## src/rtl/pipe_ctrl_pkg.sv

```systemverilog
// Shared opcodes, ALUOp codes, forwarding selects and the control bundle
// that travels with an instruction through the ID/EX, EX/MEM and MEM/WB registers.
package pipe_ctrl_pkg;

  localparam int CTRL_OPC_W   = 6;
  localparam int CTRL_REG_AW  = 5;
  localparam int CTRL_ALUOP_W = 2;

  localparam logic [CTRL_OPC_W-1:0] OP_RTYPE = 6'b000000;
  localparam logic [CTRL_OPC_W-1:0] OP_BEQ   = 6'b000100;
  localparam logic [CTRL_OPC_W-1:0] OP_BNE   = 6'b000110;
  localparam logic [CTRL_OPC_W-1:0] OP_LW    = 6'b100011;
  localparam logic [CTRL_OPC_W-1:0] OP_SW    = 6'b101011;
  localparam logic [CTRL_OPC_W-1:0] OP_J     = 6'b100110;
  localparam logic [CTRL_OPC_W-1:0] OP_ADDI  = 6'b101000;

  localparam logic [CTRL_ALUOP_W-1:0] ALUOP_RTYPE  = 2'b00;
  localparam logic [CTRL_ALUOP_W-1:0] ALUOP_BRANCH = 2'b01;
  localparam logic [CTRL_ALUOP_W-1:0] ALUOP_ADD    = 2'b10;

  localparam logic [1:0] FWD_RF     = 2'b00;
  localparam logic [1:0] FWD_EX_MEM = 2'b10;
  localparam logic [1:0] FWD_MEM_WB = 2'b01;

  typedef struct packed {
    logic                    reg_dst;
    logic                    alu_src;
    logic                    branch;
    logic                    bt;
    logic                    jump;
    logic [CTRL_ALUOP_W-1:0] alu_op;
    logic                    mem_read;
    logic                    mem_write;
    logic                    reg_write;
    logic                    mem_to_reg;
  } ctrl_t;

  localparam ctrl_t CTRL_BUBBLE = '0;

  typedef struct packed {
    ctrl_t                  ctrl;
    logic [CTRL_REG_AW-1:0] dest;
    logic [CTRL_REG_AW-1:0] rs;
    logic [CTRL_REG_AW-1:0] rt;
  } id_ex_t;

  typedef struct packed {
    ctrl_t                  ctrl;
    logic [CTRL_REG_AW-1:0] dest;
  } stage_t;

  // Register 0 is hard-wired, so it never produces a dependency.
  function automatic logic src_hit(input logic [CTRL_REG_AW-1:0] src,
                                   input logic [CTRL_REG_AW-1:0] dest,
                                   input logic                   wr);
    return wr && (dest != '0) && (dest == src);
  endfunction

  function automatic logic [1:0] fwd_sel(input logic [CTRL_REG_AW-1:0] src,
                                         input logic                   mem_wr,
                                         input logic [CTRL_REG_AW-1:0] mem_dest,
                                         input logic                   wb_wr,
                                         input logic [CTRL_REG_AW-1:0] wb_dest);
    if (src_hit(src, mem_dest, mem_wr)) return FWD_EX_MEM;
    if (src_hit(src, wb_dest, wb_wr))   return FWD_MEM_WB;
    return FWD_RF;
  endfunction

endpackage

```

## src/rtl/pipe_control_hazard_unit.sv

```systemverilog
// Combinational hazard logic: stall, ID/EX bubble, IF/ID flush and forwarding selects.
// PIPE_CTRL_FORWARDING_EN enables forwarding; otherwise RAW on EX/MEM dests stalls.
module pipe_hazard_unit
  import pipe_ctrl_pkg::*;
(
  input  logic                   reset,
  input  logic                   id_use_rs,
  input  logic                   id_use_rt,
  input  logic                   id_is_jump,
  input  logic [CTRL_REG_AW-1:0] id_rs,
  input  logic [CTRL_REG_AW-1:0] id_rt,
  input  logic                   ex_mem_read,
  input  logic                   ex_reg_write,
  input  logic                   ex_branch,
  input  logic                   ex_branch_taken,
  input  logic [CTRL_REG_AW-1:0] ex_dest,
  input  logic [CTRL_REG_AW-1:0] ex_rs,
  input  logic [CTRL_REG_AW-1:0] ex_rt,
  input  logic                   mem_reg_write,
  input  logic [CTRL_REG_AW-1:0] mem_dest,
  input  logic                   wb_reg_write,
  input  logic [CTRL_REG_AW-1:0] wb_dest,
  output logic                   pc_stall,
  output logic                   bubble,
  output logic                   if_id_flush,
  output logic [1:0]             fwd_a,
  output logic [1:0]             fwd_b
);

  logic taken;
  logic load_use;
  logic hazard;

`ifdef PIPE_CTRL_FORWARDING_EN
  logic unused_fwd_build;
  assign unused_fwd_build = ex_reg_write;
`else
  logic unused_nofwd_build;
  assign unused_nofwd_build = ^{ex_rs, ex_rt, wb_reg_write, wb_dest};
`endif

  always_comb begin
    taken    = ex_branch && ex_branch_taken;
    load_use = ex_mem_read &&
               ((id_use_rs && src_hit(id_rs, ex_dest, 1'b1)) ||
                (id_use_rt && src_hit(id_rt, ex_dest, 1'b1)));
`ifdef PIPE_CTRL_FORWARDING_EN
    hazard = load_use;
    fwd_a  = fwd_sel(ex_rs, mem_reg_write, mem_dest, wb_reg_write, wb_dest);
    fwd_b  = fwd_sel(ex_rt, mem_reg_write, mem_dest, wb_reg_write, wb_dest);
`else
    // Write-before-read register file: only EX and MEM producers matter.
    hazard = load_use ||
             (id_use_rs && (src_hit(id_rs, ex_dest, ex_reg_write) ||
                            src_hit(id_rs, mem_dest, mem_reg_write))) ||
             (id_use_rt && (src_hit(id_rt, ex_dest, ex_reg_write) ||
                            src_hit(id_rt, mem_dest, mem_reg_write)));
    fwd_a  = FWD_RF;
    fwd_b  = FWD_RF;
`endif
    // A taken branch squashes the ID instruction, so its stall is moot.
    pc_stall    = !reset && hazard && !taken;
    if_id_flush = !reset && (taken || (id_is_jump && !hazard));
    bubble      = taken || hazard;
  end

endmodule

```

## src/rtl/pipe_control.sv

```systemverilog
// Pipelined main control: decodes in ID and carries the bundle through EX, MEM, WB.
// Define PIPE_CTRL_FORWARDING_EN to drive fwd_a/fwd_b and stall only on load-use.
module pipe_control
  import pipe_ctrl_pkg::*;
#(
  parameter int OPC_W   = CTRL_OPC_W,
  parameter int REG_AW  = CTRL_REG_AW,
  parameter int ALUOP_W = CTRL_ALUOP_W
)(
  input  logic               clk,
  input  logic               reset,
  input  logic               id_valid,
  input  logic [OPC_W-1:0]   id_opcode,
  input  logic [REG_AW-1:0]  id_rs,
  input  logic [REG_AW-1:0]  id_rt,
  input  logic [REG_AW-1:0]  id_rd,
  input  logic               ex_branch_taken,
  output logic               pc_stall,
  output logic               if_id_flush,
  output logic               ex_RegDst,
  output logic               ex_ALUSrc,
  output logic               ex_Branch,
  output logic               ex_BT,
  output logic               ex_Jump,
  output logic [ALUOP_W-1:0] ex_ALUOp,
  output logic               mem_MemRead,
  output logic               mem_MemWrite,
  output logic               wb_RegWrite,
  output logic               wb_MemtoReg,
  output logic [REG_AW-1:0]  wb_dest,
  output logic [1:0]         fwd_a,
  output logic [1:0]         fwd_b,
  output logic               err_illegal
);

  ctrl_t             id_ctrl;
  logic [REG_AW-1:0] id_dest;
  logic              id_use_rs;
  logic              id_use_rt;
  logic              id_illegal;
  logic              bubble;

  id_ex_t id_ex_d,  id_ex_q;
  stage_t ex_mem_d, ex_mem_q;
  stage_t mem_wb_d, mem_wb_q;
  logic   err_d,    err_q;

  always_comb begin
    id_ctrl    = CTRL_BUBBLE;
    id_dest    = '0;
    id_use_rs  = 1'b0;
    id_use_rt  = 1'b0;
    id_illegal = 1'b0;
    if (id_valid) begin
      case (id_opcode)
        OP_RTYPE: begin
          id_ctrl.reg_dst   = 1'b1;
          id_ctrl.reg_write = 1'b1;
          id_ctrl.alu_op    = ALUOP_RTYPE;
          id_dest           = id_rd;
          id_use_rs         = 1'b1;
          id_use_rt         = 1'b1;
        end
        OP_BEQ: begin
          id_ctrl.branch = 1'b1;
          id_ctrl.alu_op = ALUOP_BRANCH;
          id_use_rs      = 1'b1;
          id_use_rt      = 1'b1;
        end
        OP_BNE: begin
          id_ctrl.branch = 1'b1;
          id_ctrl.bt     = 1'b1;
          id_ctrl.alu_op = ALUOP_BRANCH;
          id_use_rs      = 1'b1;
          id_use_rt      = 1'b1;
        end
        OP_LW: begin
          id_ctrl.mem_read   = 1'b1;
          id_ctrl.mem_to_reg = 1'b1;
          id_ctrl.alu_src    = 1'b1;
          id_ctrl.reg_write  = 1'b1;
          id_ctrl.alu_op     = ALUOP_ADD;
          id_dest            = id_rt;
          id_use_rs          = 1'b1;
        end
        OP_SW: begin
          id_ctrl.mem_write = 1'b1;
          id_ctrl.alu_src   = 1'b1;
          id_ctrl.alu_op    = ALUOP_ADD;
          id_use_rs         = 1'b1;
          id_use_rt         = 1'b1;
        end
        OP_J: begin
          id_ctrl.jump = 1'b1;
        end
        OP_ADDI: begin
          id_ctrl.alu_src   = 1'b1;
          id_ctrl.reg_write = 1'b1;
          id_ctrl.alu_op    = ALUOP_ADD;
          id_dest           = id_rt;
          id_use_rs         = 1'b1;
        end
        default: id_illegal = 1'b1;
      endcase
      if (id_dest == '0) id_ctrl.reg_write = 1'b0;
    end
  end

  // Unused source fields are zeroed so they can never trigger a forward.
  always_comb begin
    id_ex_d = '0;
    if (!bubble) begin
      id_ex_d.ctrl = id_ctrl;
      id_ex_d.dest = id_dest;
      id_ex_d.rs   = id_use_rs ? id_rs : '0;
      id_ex_d.rt   = id_use_rt ? id_rt : '0;
    end
    ex_mem_d = '{ctrl: id_ex_q.ctrl, dest: id_ex_q.dest};
    mem_wb_d = ex_mem_q;
    err_d    = err_q | id_illegal;
  end

  always_ff @(posedge clk) begin
    if (reset) begin
      id_ex_q  <= '0;
      ex_mem_q <= '0;
      mem_wb_q <= '0;
      err_q    <= 1'b0;
    end else begin
      id_ex_q  <= id_ex_d;
      ex_mem_q <= ex_mem_d;
      mem_wb_q <= mem_wb_d;
      err_q    <= err_d;
    end
  end

  pipe_hazard_unit u_hazard (
    .reset           (reset),
    .id_use_rs       (id_use_rs),
    .id_use_rt       (id_use_rt),
    .id_is_jump      (id_ctrl.jump),
    .id_rs           (id_rs),
    .id_rt           (id_rt),
    .ex_mem_read     (id_ex_q.ctrl.mem_read),
    .ex_reg_write    (id_ex_q.ctrl.reg_write),
    .ex_branch       (id_ex_q.ctrl.branch),
    .ex_branch_taken (ex_branch_taken),
    .ex_dest         (id_ex_q.dest),
    .ex_rs           (id_ex_q.rs),
    .ex_rt           (id_ex_q.rt),
    .mem_reg_write   (ex_mem_q.ctrl.reg_write),
    .mem_dest        (ex_mem_q.dest),
    .wb_reg_write    (mem_wb_q.ctrl.reg_write),
    .wb_dest         (mem_wb_q.dest),
    .pc_stall        (pc_stall),
    .bubble          (bubble),
    .if_id_flush     (if_id_flush),
    .fwd_a           (fwd_a),
    .fwd_b           (fwd_b)
  );

  assign ex_RegDst    = id_ex_q.ctrl.reg_dst;
  assign ex_ALUSrc    = id_ex_q.ctrl.alu_src;
  assign ex_Branch    = id_ex_q.ctrl.branch;
  assign ex_BT        = id_ex_q.ctrl.bt;
  assign ex_Jump      = id_ex_q.ctrl.jump;
  assign ex_ALUOp     = id_ex_q.ctrl.alu_op;
  assign mem_MemRead  = ex_mem_q.ctrl.mem_read;
  assign mem_MemWrite = ex_mem_q.ctrl.mem_write;
  assign wb_RegWrite  = mem_wb_q.ctrl.reg_write;
  assign wb_MemtoReg  = mem_wb_q.ctrl.mem_to_reg;
  assign wb_dest      = mem_wb_q.dest;
  assign err_illegal  = err_q;

endmodule

```

## config.mk

```make
export PLATFORM = sky130hd
export DESIGN_NAME = pipe_control
export DESIGN_NICKNAME = d
export VERILOG_FILES = /design/src/rtl/pipe_ctrl_pkg.sv /design/src/rtl/pipe_control_hazard_unit.sv /design/src/rtl/pipe_control.sv
export SDC_FILE = /design/constraint.sdc
export NUM_CORES = 1
export LEC_CHECK = 0
export BUFFER_PORTS_ARGS = -buffer_cell sky130_fd_sc_hd__buf_2
export CORE_MARGIN = 2
export CORE_UTILIZATION = 30
export DETAILED_ROUTE_END_ITERATION = 6
export PLACE_DENSITY = 0.64
export REMOVE_ABC_BUFFERS = 1
export SYNTH_ARGS = -nofsm -noshare
export SYNTH_HDL_FRONTEND = slang
export SYNTH_SLANG_ARGS = --single-unit
export TNS_END_PERCENT = 20
```

## constraint.sdc

```tcl
create_clock -name clk -period 1.8 [get_ports clk]
set_input_delay 0.36 -clock clk [delete_from_list [all_inputs] [get_ports clk]]
set_output_delay 0.36 -clock clk [all_outputs]
set_load 0.01 [all_outputs]
```

# After elaboration in Yosys (flattened, before gate mapping)
# Index checks and enable logic that the tools add are counted.
[totals]
output_inout_bits = 23
wordCells = 91
reg_bits = 31
in_bits = 25
[classes]
n_reduce_logical = 42
bitwise_logic = 2
mux = 19
n_eq_ne = 10
[op_table]
columns = ["op", "count"]
rows = [
  ["equality test 6 bit, second input constant", 4],
  ["equality test 5 bit", 4],
  ["logical AND 1 bit", 18],
  ["two-way mux 1 bit", 15],
  ["equality test 6 x 3 -> 1 bit, second input constant", 2],
  ["case mux 5 bit (2 select lines)", 1],
  ["nonzero test 5 bit", 2],
  ["OR reduction 3 bit", 3],
  ["OR reduction 4 bit", 2],
  ["logical OR 1 bit", 7],
  ["two-way mux 7 bit", 1],
  ["OR reduction 7 bit", 1],
  ["logical NOT 6 bit", 1],
  ["OR reduction 2 bit", 3],
  ["OR reduction 6 bit", 1],
  ["logical NOT 5 bit", 1],
  ["two-way mux 5 bit", 1],
  ["case mux 2 bit (2 select lines)", 1],
  ["logical NOT 1 bit", 3],
  ["NOT 1 bit", 1],
  ["bitwise OR 1 bit", 1],
]

# Longest topological paths before layout
# Gate-level depths: netlist (run 1).
[logic_depth]
depth_word = 13
ltp_mapped = 6
ltp_nobuf = 5

# Cells and area by module
# From an unflattened synthesis (run 1), not the netlist that was laid out.
[hier_totals]
cells_unflattened = 177
hier_area_um2 = 1745.4
[by_module_without_submodules]
columns = ["module", "cells_per_inst", "instances", "area_per_inst_um2"]
rows = [
  ["pipe_control", 131, 1, 1416.4],
  ["pipe_hazard_unit", 46, 1, 329.1],
]

# Worst setup path before layout (run 1)
# Ideal clock, no wire load.
[synth_timing]
path_kind = "input -> output"
startpoint = "in id_opcode[4]"
endpoint = "out pc_stall"
arrival_time_ns = 1.580
required_ns = 1.440
stages = 4
slack_ns = -0.140
n_path_buf = 0
cell_sequence = "or4_1 -> o32ai_1 -> a21boi_0 -> o21ba_2"
[synth_via]
elab_chain_len = 11
[synth_rtl]
columns = ["item", "line", "source"]
rows = [
  ["start: declaration", "pipe_control.sv:13", "input logic [OPC_W-1:0] id_opcode,"],
  ["equality test 6 bit (tied with other cells)", "pipe_control.sv:55", "case (id_opcode)"],
  ["OR reduction 6 bit (no line) / OR reduction 4 bit (equally long branches)", "-", ""],
  ["two-way mux 1 bit", "pipe_control.sv:55", ""],
  ["two-way mux 1 bit", "pipe_control.sv:54", "if (id_valid) begin"],
  ["logical AND 1 bit, on equally long branches", "pipe_control_hazard_unit.sv:45, pipe_control_hazard_unit.sv:46", ""],
  ["logical OR 1 bit", "pipe_control_hazard_unit.sv:45", "((id_use_rs && src_hit(id_rs, ex_dest, 1'b1)) ||"],
  ["logical AND 1 bit", "pipe_control_hazard_unit.sv:44", "load_use = ex_mem_read &&"],
  ["logical OR 1 bit", "pipe_control_hazard_unit.sv:53", "hazard = load_use ||"],
  ["logical OR 1 bit *", "pipe_control_hazard_unit.sv:55", "src_hit(id_rs, mem_dest, mem_reg_write))) ||"],
  ["logical AND 1 bit * (2 in series)", "pipe_control_hazard_unit.sv:62", "pc_stall = !reset && hazard && !taken;"],
  ["end: declaration", "pipe_control.sv:18", "output logic pc_stall,"],
]
# Mark *: on every way between the ends. The rest lies on a longest branch, timed or not.

# Worst setup path after layout (run 1)
[layout_timing]
startpoint = "reg ex_mem_q[2] (netlist name)"
endpoint = "out pc_stall"
[layout_via]
elab_chain_len = 9
[layout_rtl]
columns = ["item", "line", "source"]
rows = [
  ["start: declaration", "pipe_control.sv:44", "stage_t ex_mem_d, ex_mem_q;"],
  ["start signal: assignment", "pipe_control.sv:131", "ex_mem_q <= ex_mem_d;"],
  ["nonzero test 5 bit", "pipe_ctrl_pkg.sv:56", "return wr && (dest != '0) && (dest == src);"],
  ["logical AND 1 bit (2 in series)", "pipe_ctrl_pkg.sv:56", ""],
  ["logical OR 1 bit", "pipe_control_hazard_unit.sv:54", "(id_use_rs && (src_hit(id_rs, ex_dest, ex_reg_write) ||"],
  ["logical AND 1 bit", "pipe_control_hazard_unit.sv:54", ""],
  ["logical OR 1 bit", "pipe_control_hazard_unit.sv:53", ""],
  ["logical OR 1 bit *", "pipe_control_hazard_unit.sv:55", ""],
  ["logical AND 1 bit * (2 in series)", "pipe_control_hazard_unit.sv:62", ""],
]
# Marks and branches as above.

==> results of run 1 <==
[critical path: cells and delay by family (launching register included)]
kind | cells | cell delay (ns)
AO/OA/AOI/OAI | 2 | 0.27
buffers and inverters | 2 | 0.24
flip-flops | 1 | 0.37
AND/OR/NAND/NOR | 3 | 0.71
[final timing paths]
check | depth (start not counted) | to | slack (ns)
worst max-delay path | 7 | pc_stall | -0.45
worst min-delay path | 3 | err_illegal$_SDFF_PP0_ | 0.34
worst max register to register | 7 | ex_mem_d[3]$_SDFF_PP0_ | -0.04
worst min register to register | 1 | mem_MemWrite$_SDFF_PP0_ | 0.45
[metrics by stage]
stage	hold WS, ns	cell area, sq um
after floorplan	0.414	1470
after global placement	0.430	2020
after detailed placement	0.430	2020
after CTS	0.335	2200
after global routing	0.348	2230
final	0.340	2230
[area by class of cell]
type,count,area [sq um]
clock buffer,6,72.6
timing repair buffer,80,510
tap,67,83.8
sequential,31,632
multi-input combinational,123,921
fill,504,2590
inverter,3,11.3
[layer usage]
layer  share of wire  GRT usage
met5               0          0
met4           0.027     0.0838
met3           0.051     0.0437
met2            0.50      0.258
met1            0.42      0.170
[flip-flops by register name, indices dropped and copies added, names as in the netlist]
| signal | flops |
|---|---|
| ex_mem_d | 8 |
| ex_mem_q | 7 |
| wb_dest | 5 |
| ex_ALUOp | 2 |
| err_illegal | 1 |
| ex_ALUSrc | 1 |
| ex_BT | 1 |
| ex_Branch | 1 |
| ex_Jump | 1 |
| ex_RegDst | 1 |
| mem_MemWrite | 1 |
| wb_MemtoReg | 1 |
| wb_RegWrite | 1 |
[power by group]
part	switching, uW	internal (uW)	leakage [uW]
Sequential	3.47	690	0.000253
Combinational	86.9	92.6	0.000677
Clock	253	257	0.0000371
[cell families after synthesis]
group,synth area share
buffers and inverters,0.0517
flip-flops,0.407
AND/OR/NAND/NOR,0.304
other,0.00246
XOR/XNOR,0.115
AO/OA/AOI/OAI,0.121
[layout by cell type, fill, tap and decap left out, types with 4 or more instances in the layout]
cell	synthesis	final
buf_2	0	42
buf_4	7	34
dfxtp_1	31	26
nor2b_1	16	16
nand2_1	13	13
xor2_1	10	10
xnor2_1	10	10
nor2_1	10	9
o22ai_1	8	8
nand3_1	7	7
a22o_1	6	6
clkbuf_8	0	5
conb_1	1	4
buf_6	1	4
[timing repair]
action / 4_1_cts / 5_1_grt
setup endpoints to repair: 16 / 16
pin swaps: 7 / 2
gates cloned: 1 / 0
setup buffers: 2 / 1
hold buffers: 0 / 0
resized for setup: 21 / 6
==> impl_metrics.toml, run 1 <==
[grt]
grt_pass1_wl_mm = 6.29
grt_max_degree = 18
antenna_found_initial = 0
overflow = 0
grtUsageTotal = 0.152
grt_pass1_vias = 1375

[place]
pre_cts_slack_ns = -0.318
io_buffers = 43
dp.cells = 300
place_congestion = 0.811
place_hpwl_mm = 2.92

[pwr]
p_leak_uw = 0.000967
vdd_ir_drop_max_mv = 0.228
p_total_uw = 1380
powerDensity_nw_per_um2 = 620

[floorplan]
start_util = 0.317
io_pins = 48
fp.coreArea_sq_um = 4820
rows = 25
die_w_microns = 75.3
fp.dieArea_sq_um = 5670
die_h_microns = 75.3

[logic_synthesis]
synthTopCellsByCount = "31 x dfxtp_1, 16 x nor2b_1, 13 x nand2_1"
synthDistinctLibCells = 36
synth_cells = 162
synth_top_flop_cell = "dfxtp_1"
netlist_area_sq_um = 1530
post-synth-top-area-fraction = 0.407
ys_ff_latch = 31
yosysTopAreaCell = "dfxtp_1"
seq_area_frac_synth = 0.407
synth_edf_count = 0
synth.most_common_cell = "dfxtp_1"
synth_top_cells_by_area = "dfxtp_1 41%, nor2b_1 6.6%, xnor2_1 5.7%, xor2_1 5.7%, buf_4 3.4%"
avgSynthCellArea_sq_um = 9.41
async_reset_ff_frac = 0
ys_warn_count = 0

[final_layout]
drive_gt1_frac = 0.465
final_cells = 310
nNetsFinal = 269
final_util = 0.463
n_antenna_cell = 0
area_growth_pct = 46.3

[setup_path]
crit_type = "flip-flop to output port"
slowest_delay_ns = 0.55
cp_slowest_cell = "or4_4"
worstPathCellList = "or4_4 > nor2_4 > buf_4 > or4_4 > a21oi_2 > o21ba_2 > buf_2"
end_kind = "output port"
crit_arrival_ns = 1.89
crit_top_cell = "or4_4"
crit_path_start_kind = "flip-flop"
cp_max_fo = 3
r2r-start = "ex_mem_q[4]$_SDFF_PP0_"
startpoint = "ex_mem_q[2]$_SDFF_PP0_"
crit_required_ns = 1.44

[timing]
fin_tns_setup_ns = -0.753
fmax_mhz = 445
layout_min_cycle_time_ns = 2.25
finalWorstSetupSlack_ns = -0.447
fin_skew_ns = 0.00836
slew_violations = 0
rsz0062_at_grt = "true"
finalHoldViolations = 0
post-route-period-util = 1.25
finalSetupViolations = 15

[cts]
clock-root-buffer = "clkbuf_8"
clk_pin_slew_ns = 0.07
cts-buffers-inserted = 5
htree_levels = 2
cts_tree = "built"
clk_latency_ns = 0.28
clockBufferDepth = 2
numClockSinks = 31

[detailed_routing]
dr.first_iter.drc_count = 55
drt_wl_total_mm = 3.95
drt-vias-per-instance = 4.57
route.detailed.drc = 0
wire_per_inst_microns = 12.7
drt_pre_antenna_iters = 4
vias = 1417
ant_nets = 0

[run]
drv_cap = 0

[min_path]
min_from = "id_valid"
min_path_type = "primary input to flip-flop"

[status]
status = "finished with violations"
violations = "setup timing"
Note: power is estimated with default switching activity, not from simulation.
==> run 2, diff against run 1 <==
--- a/config.mk
+++ b/config.mk
@@ -6,6 +6,7 @@
 export NUM_CORES = 1
 export LEC_CHECK = 0
 export BUFFER_PORTS_ARGS = -buffer_cell sky130_fd_sc_hd__buf_2
+export CORE_ASPECT_RATIO = 1.4
 export CORE_MARGIN = 2
 export CORE_UTILIZATION = 30
 export DETAILED_ROUTE_END_ITERATION = 6
==> run 2 against run 1 <==
  * The flow still finishes with violations (setup timing)
  * Routed wire length grew 2.3%
  * Die area is 0.15% higher
  * Clock power is 3% higher
  * Sequential power hardly changed
  * Register-to-register slack worse by 0.25 ns
  * Cell count is 0.65% lower
  * Utilization increased by 0.38 points
  * Clock skew up 0.0013 ns
  * Setup slack improved by 0.015 ns
  * Non-clock buffer count down 2
  * First-iteration DRC count fell by 62%
  * Count of clock-buffer cells in the layout rose by 1
  * Highest routed layer unchanged
==> impl_metrics.toml, run 2 (synthesis results as in run 1) <==
[grt]
grtUsageMet1 = 0.139
grtUsageMet2 = 0.292
grt_pass1_wl_mm = 6.29
antenna_found_initial = 0
grt_use_met3 = 0.0382
grt_pass1_vias = 1426
grtUsageTotal = 0.145
overflow = 0
grt_max_degree = 18
grt_most_used_layer = "met2"

[setup_path]
crit_path_end = "pc_stall"
crit_required_ns = 1.44
slowest_delay_ns = 0.52
rrSetupSlack_ns = -0.29
cp_slowest_cell = "or4_4"
worstPathCellList = "or4_4 > nor2_4 > buf_6 > or4_4 > a21oi_2 > o21ba_2 > buf_6"
path_buf_inv = 2
ff2ff_path_depth = 10
crit_family = "simple AND/OR/NAND/NOR gates"
r2r-start = "ex_mem_q[2]$_SDFF_PP0_"
crit_arrival_ns = 1.87
end_kind = "output port"
crit_type = "flip-flop to output port"
crit_path_start_kind = "flip-flop"
worstReg2RegEnd = "ex_mem_d[3]$_SDFF_PP0_"
cp.depth = 7
startpoint = "ex_mem_q[2]$_SDFF_PP0_"
cp_max_fo = 4

[place]
io_buffers = 43
place_congestion = 0.768
dp.cells = 294
place_hpwl_mm = 3.05
placed_area_sq_um = 2000

[cts]
cts_tree = "built"
numClockSinks = 31
ctsHoldBuffers = 0
clk_pin_slew_ns = 0.07
clockBufferDepth = 2
clk_latency_ns = 0.28
cts-buffers-inserted = 5
htree_levels = 2
clock-root-buffer = "clkbuf_8"

[final_layout]
nNetsFinal = 268
area_growth_pct = 49.4
layout_common_cells = "40 x buf_2, 27 x dfxtp_1, 27 x buf_4"
final_cell_area_sq_um = 2280
largest_register_ffs = 8
final_cells = 308
multiInputGateArea_sq_um = 941
fillers = 460
drive_gt1_frac = 0.463
n_antenna_cell = 0
seqCellArea_sq_um = 631
layout_commonest_cell = "buf_2"

[floorplan]
fp.dieArea_sq_um = 5680
io_pins = 48
start_util = 0.313
rows = 30
die_h_microns = 88.4
fp.coreArea_sq_um = 4880
die_w_microns = 64.3

[run]
drv_cap = 0

[detailed_routing]
route.detailed.drc = 0
wire_per_inst_microns = 13.1
drt_wl_total_mm = 4.04
ant_nets = 0
drt-vias-per-instance = 4.69
dr.first_iter.drc_count = 21
vias = 1446
drt_pre_antenna_iters = 4

[timing]
finalSetupViolations = 16
fmax_mhz = 448
slew_headroom = 0.668
finalHoldViolations = 0
slew_violations = 0
fin_skew_ns = 0.00964
rsz0062_at_grt = "true"
layout_min_cycle_time_ns = 2.23
tightest_slew_ns = 0.496
finalWorstSetupSlack_ns = -0.432
post-route-period-util = 1.24

[min_path]
min_from = "id_valid"
min_path_type = "primary input to flip-flop"

[pwr]
powerDensity_nw_per_um2 = 617
vdd_ir_drop_max_mv = 0.395
p_leak_uw = 0.000982

[status]
violations = "setup timing"
status = "finished with violations"
-- run 2: changes by cell type in the layout (fill, tap and decap cells not counted), moves of 2 or more --
cell,change
buf_8,+2
buf_4,-7
buf_2,-2
buf_6,+5
-- run 2: worst min path at each step --
| stage | slack, ns | cells past startpoint | endpoint |
|---|---|---|---|
| 2_1_floorplan | 0.41 | 1 | mem_MemWrite$_SDFF_PP0_ |
| 3_3_place_gp | 0.45 | 1 | ex_mem_q[6]$_SDFF_PP0_ |
| 3_5_place_dp | 0.45 | 1 | mem_MemWrite$_SDFF_PP0_ |
| 4_1_cts | 0.35 | 3 | err_illegal$_SDFF_PP0_ |
| 5_1_grt | 0.40 | 3 | err_illegal$_SDFF_PP0_ |
| 6_report | 0.38 | 3 | err_illegal$_SDFF_PP0_ |
-- run 2: per-stage QoR --
stage	util	hold WS [ns]	setup slack [ns]	TNS (ns)	total power, uW
after floorplan	-	0.414	-0.140	-0.140	777
after global placement	0.409	0.446	-0.257	-1.41	878
after detailed placement	0.409	0.450	-0.311	-1.73	881
after CTS	0.445	0.350	-0.438	-0.677	1410
after global routing	0.467	0.397	-0.507	-5.10	1470
final	0.467	0.379	-0.432	-3.96	1410
-- run 2: routing by layer --
layer	up-vias	wire (microns)
met5	-	0
met2	40	2300
met4	0	44
met1	676	1530
li1	726	-
met3	4	169
-- run 2: area by class of cell --
| cell class | count | share of cell area |
|---|---|---|
| clock buffer | 7 | 0.0335 |
| clock inverter | 1 | 0.00220 |
| inverter | 3 | 0.00494 |
| multi-input combinational | 124 | 0.413 |
| sequential | 31 | 0.277 |
| tap | 64 | 0.0351 |
| timing repair buffer | 78 | 0.234 |
-- run 2: worst min-delay path, delay by kind of cell --
kind	cells	cell delay [ns]
AO/OA/AOI/OAI	1	0.08
AND/OR/NAND/NOR	1	0.07
buffers and inverters	1	0.11
-- run 2: report_power, final --
part	internal [uW]	switching (uW)	total [uW]
clock	271	254	525
combinational	95.2	92.1	187
sequential	689	3.51	693
-- run 2: what timing repair did --
action / CTS / global route
pin swaps: 9 / 12
endpoints found under the setup margin: 16 / 16
cloned: 1 / 1
gates resized for setup: 19 / 19
buffers inserted: 1 / 4
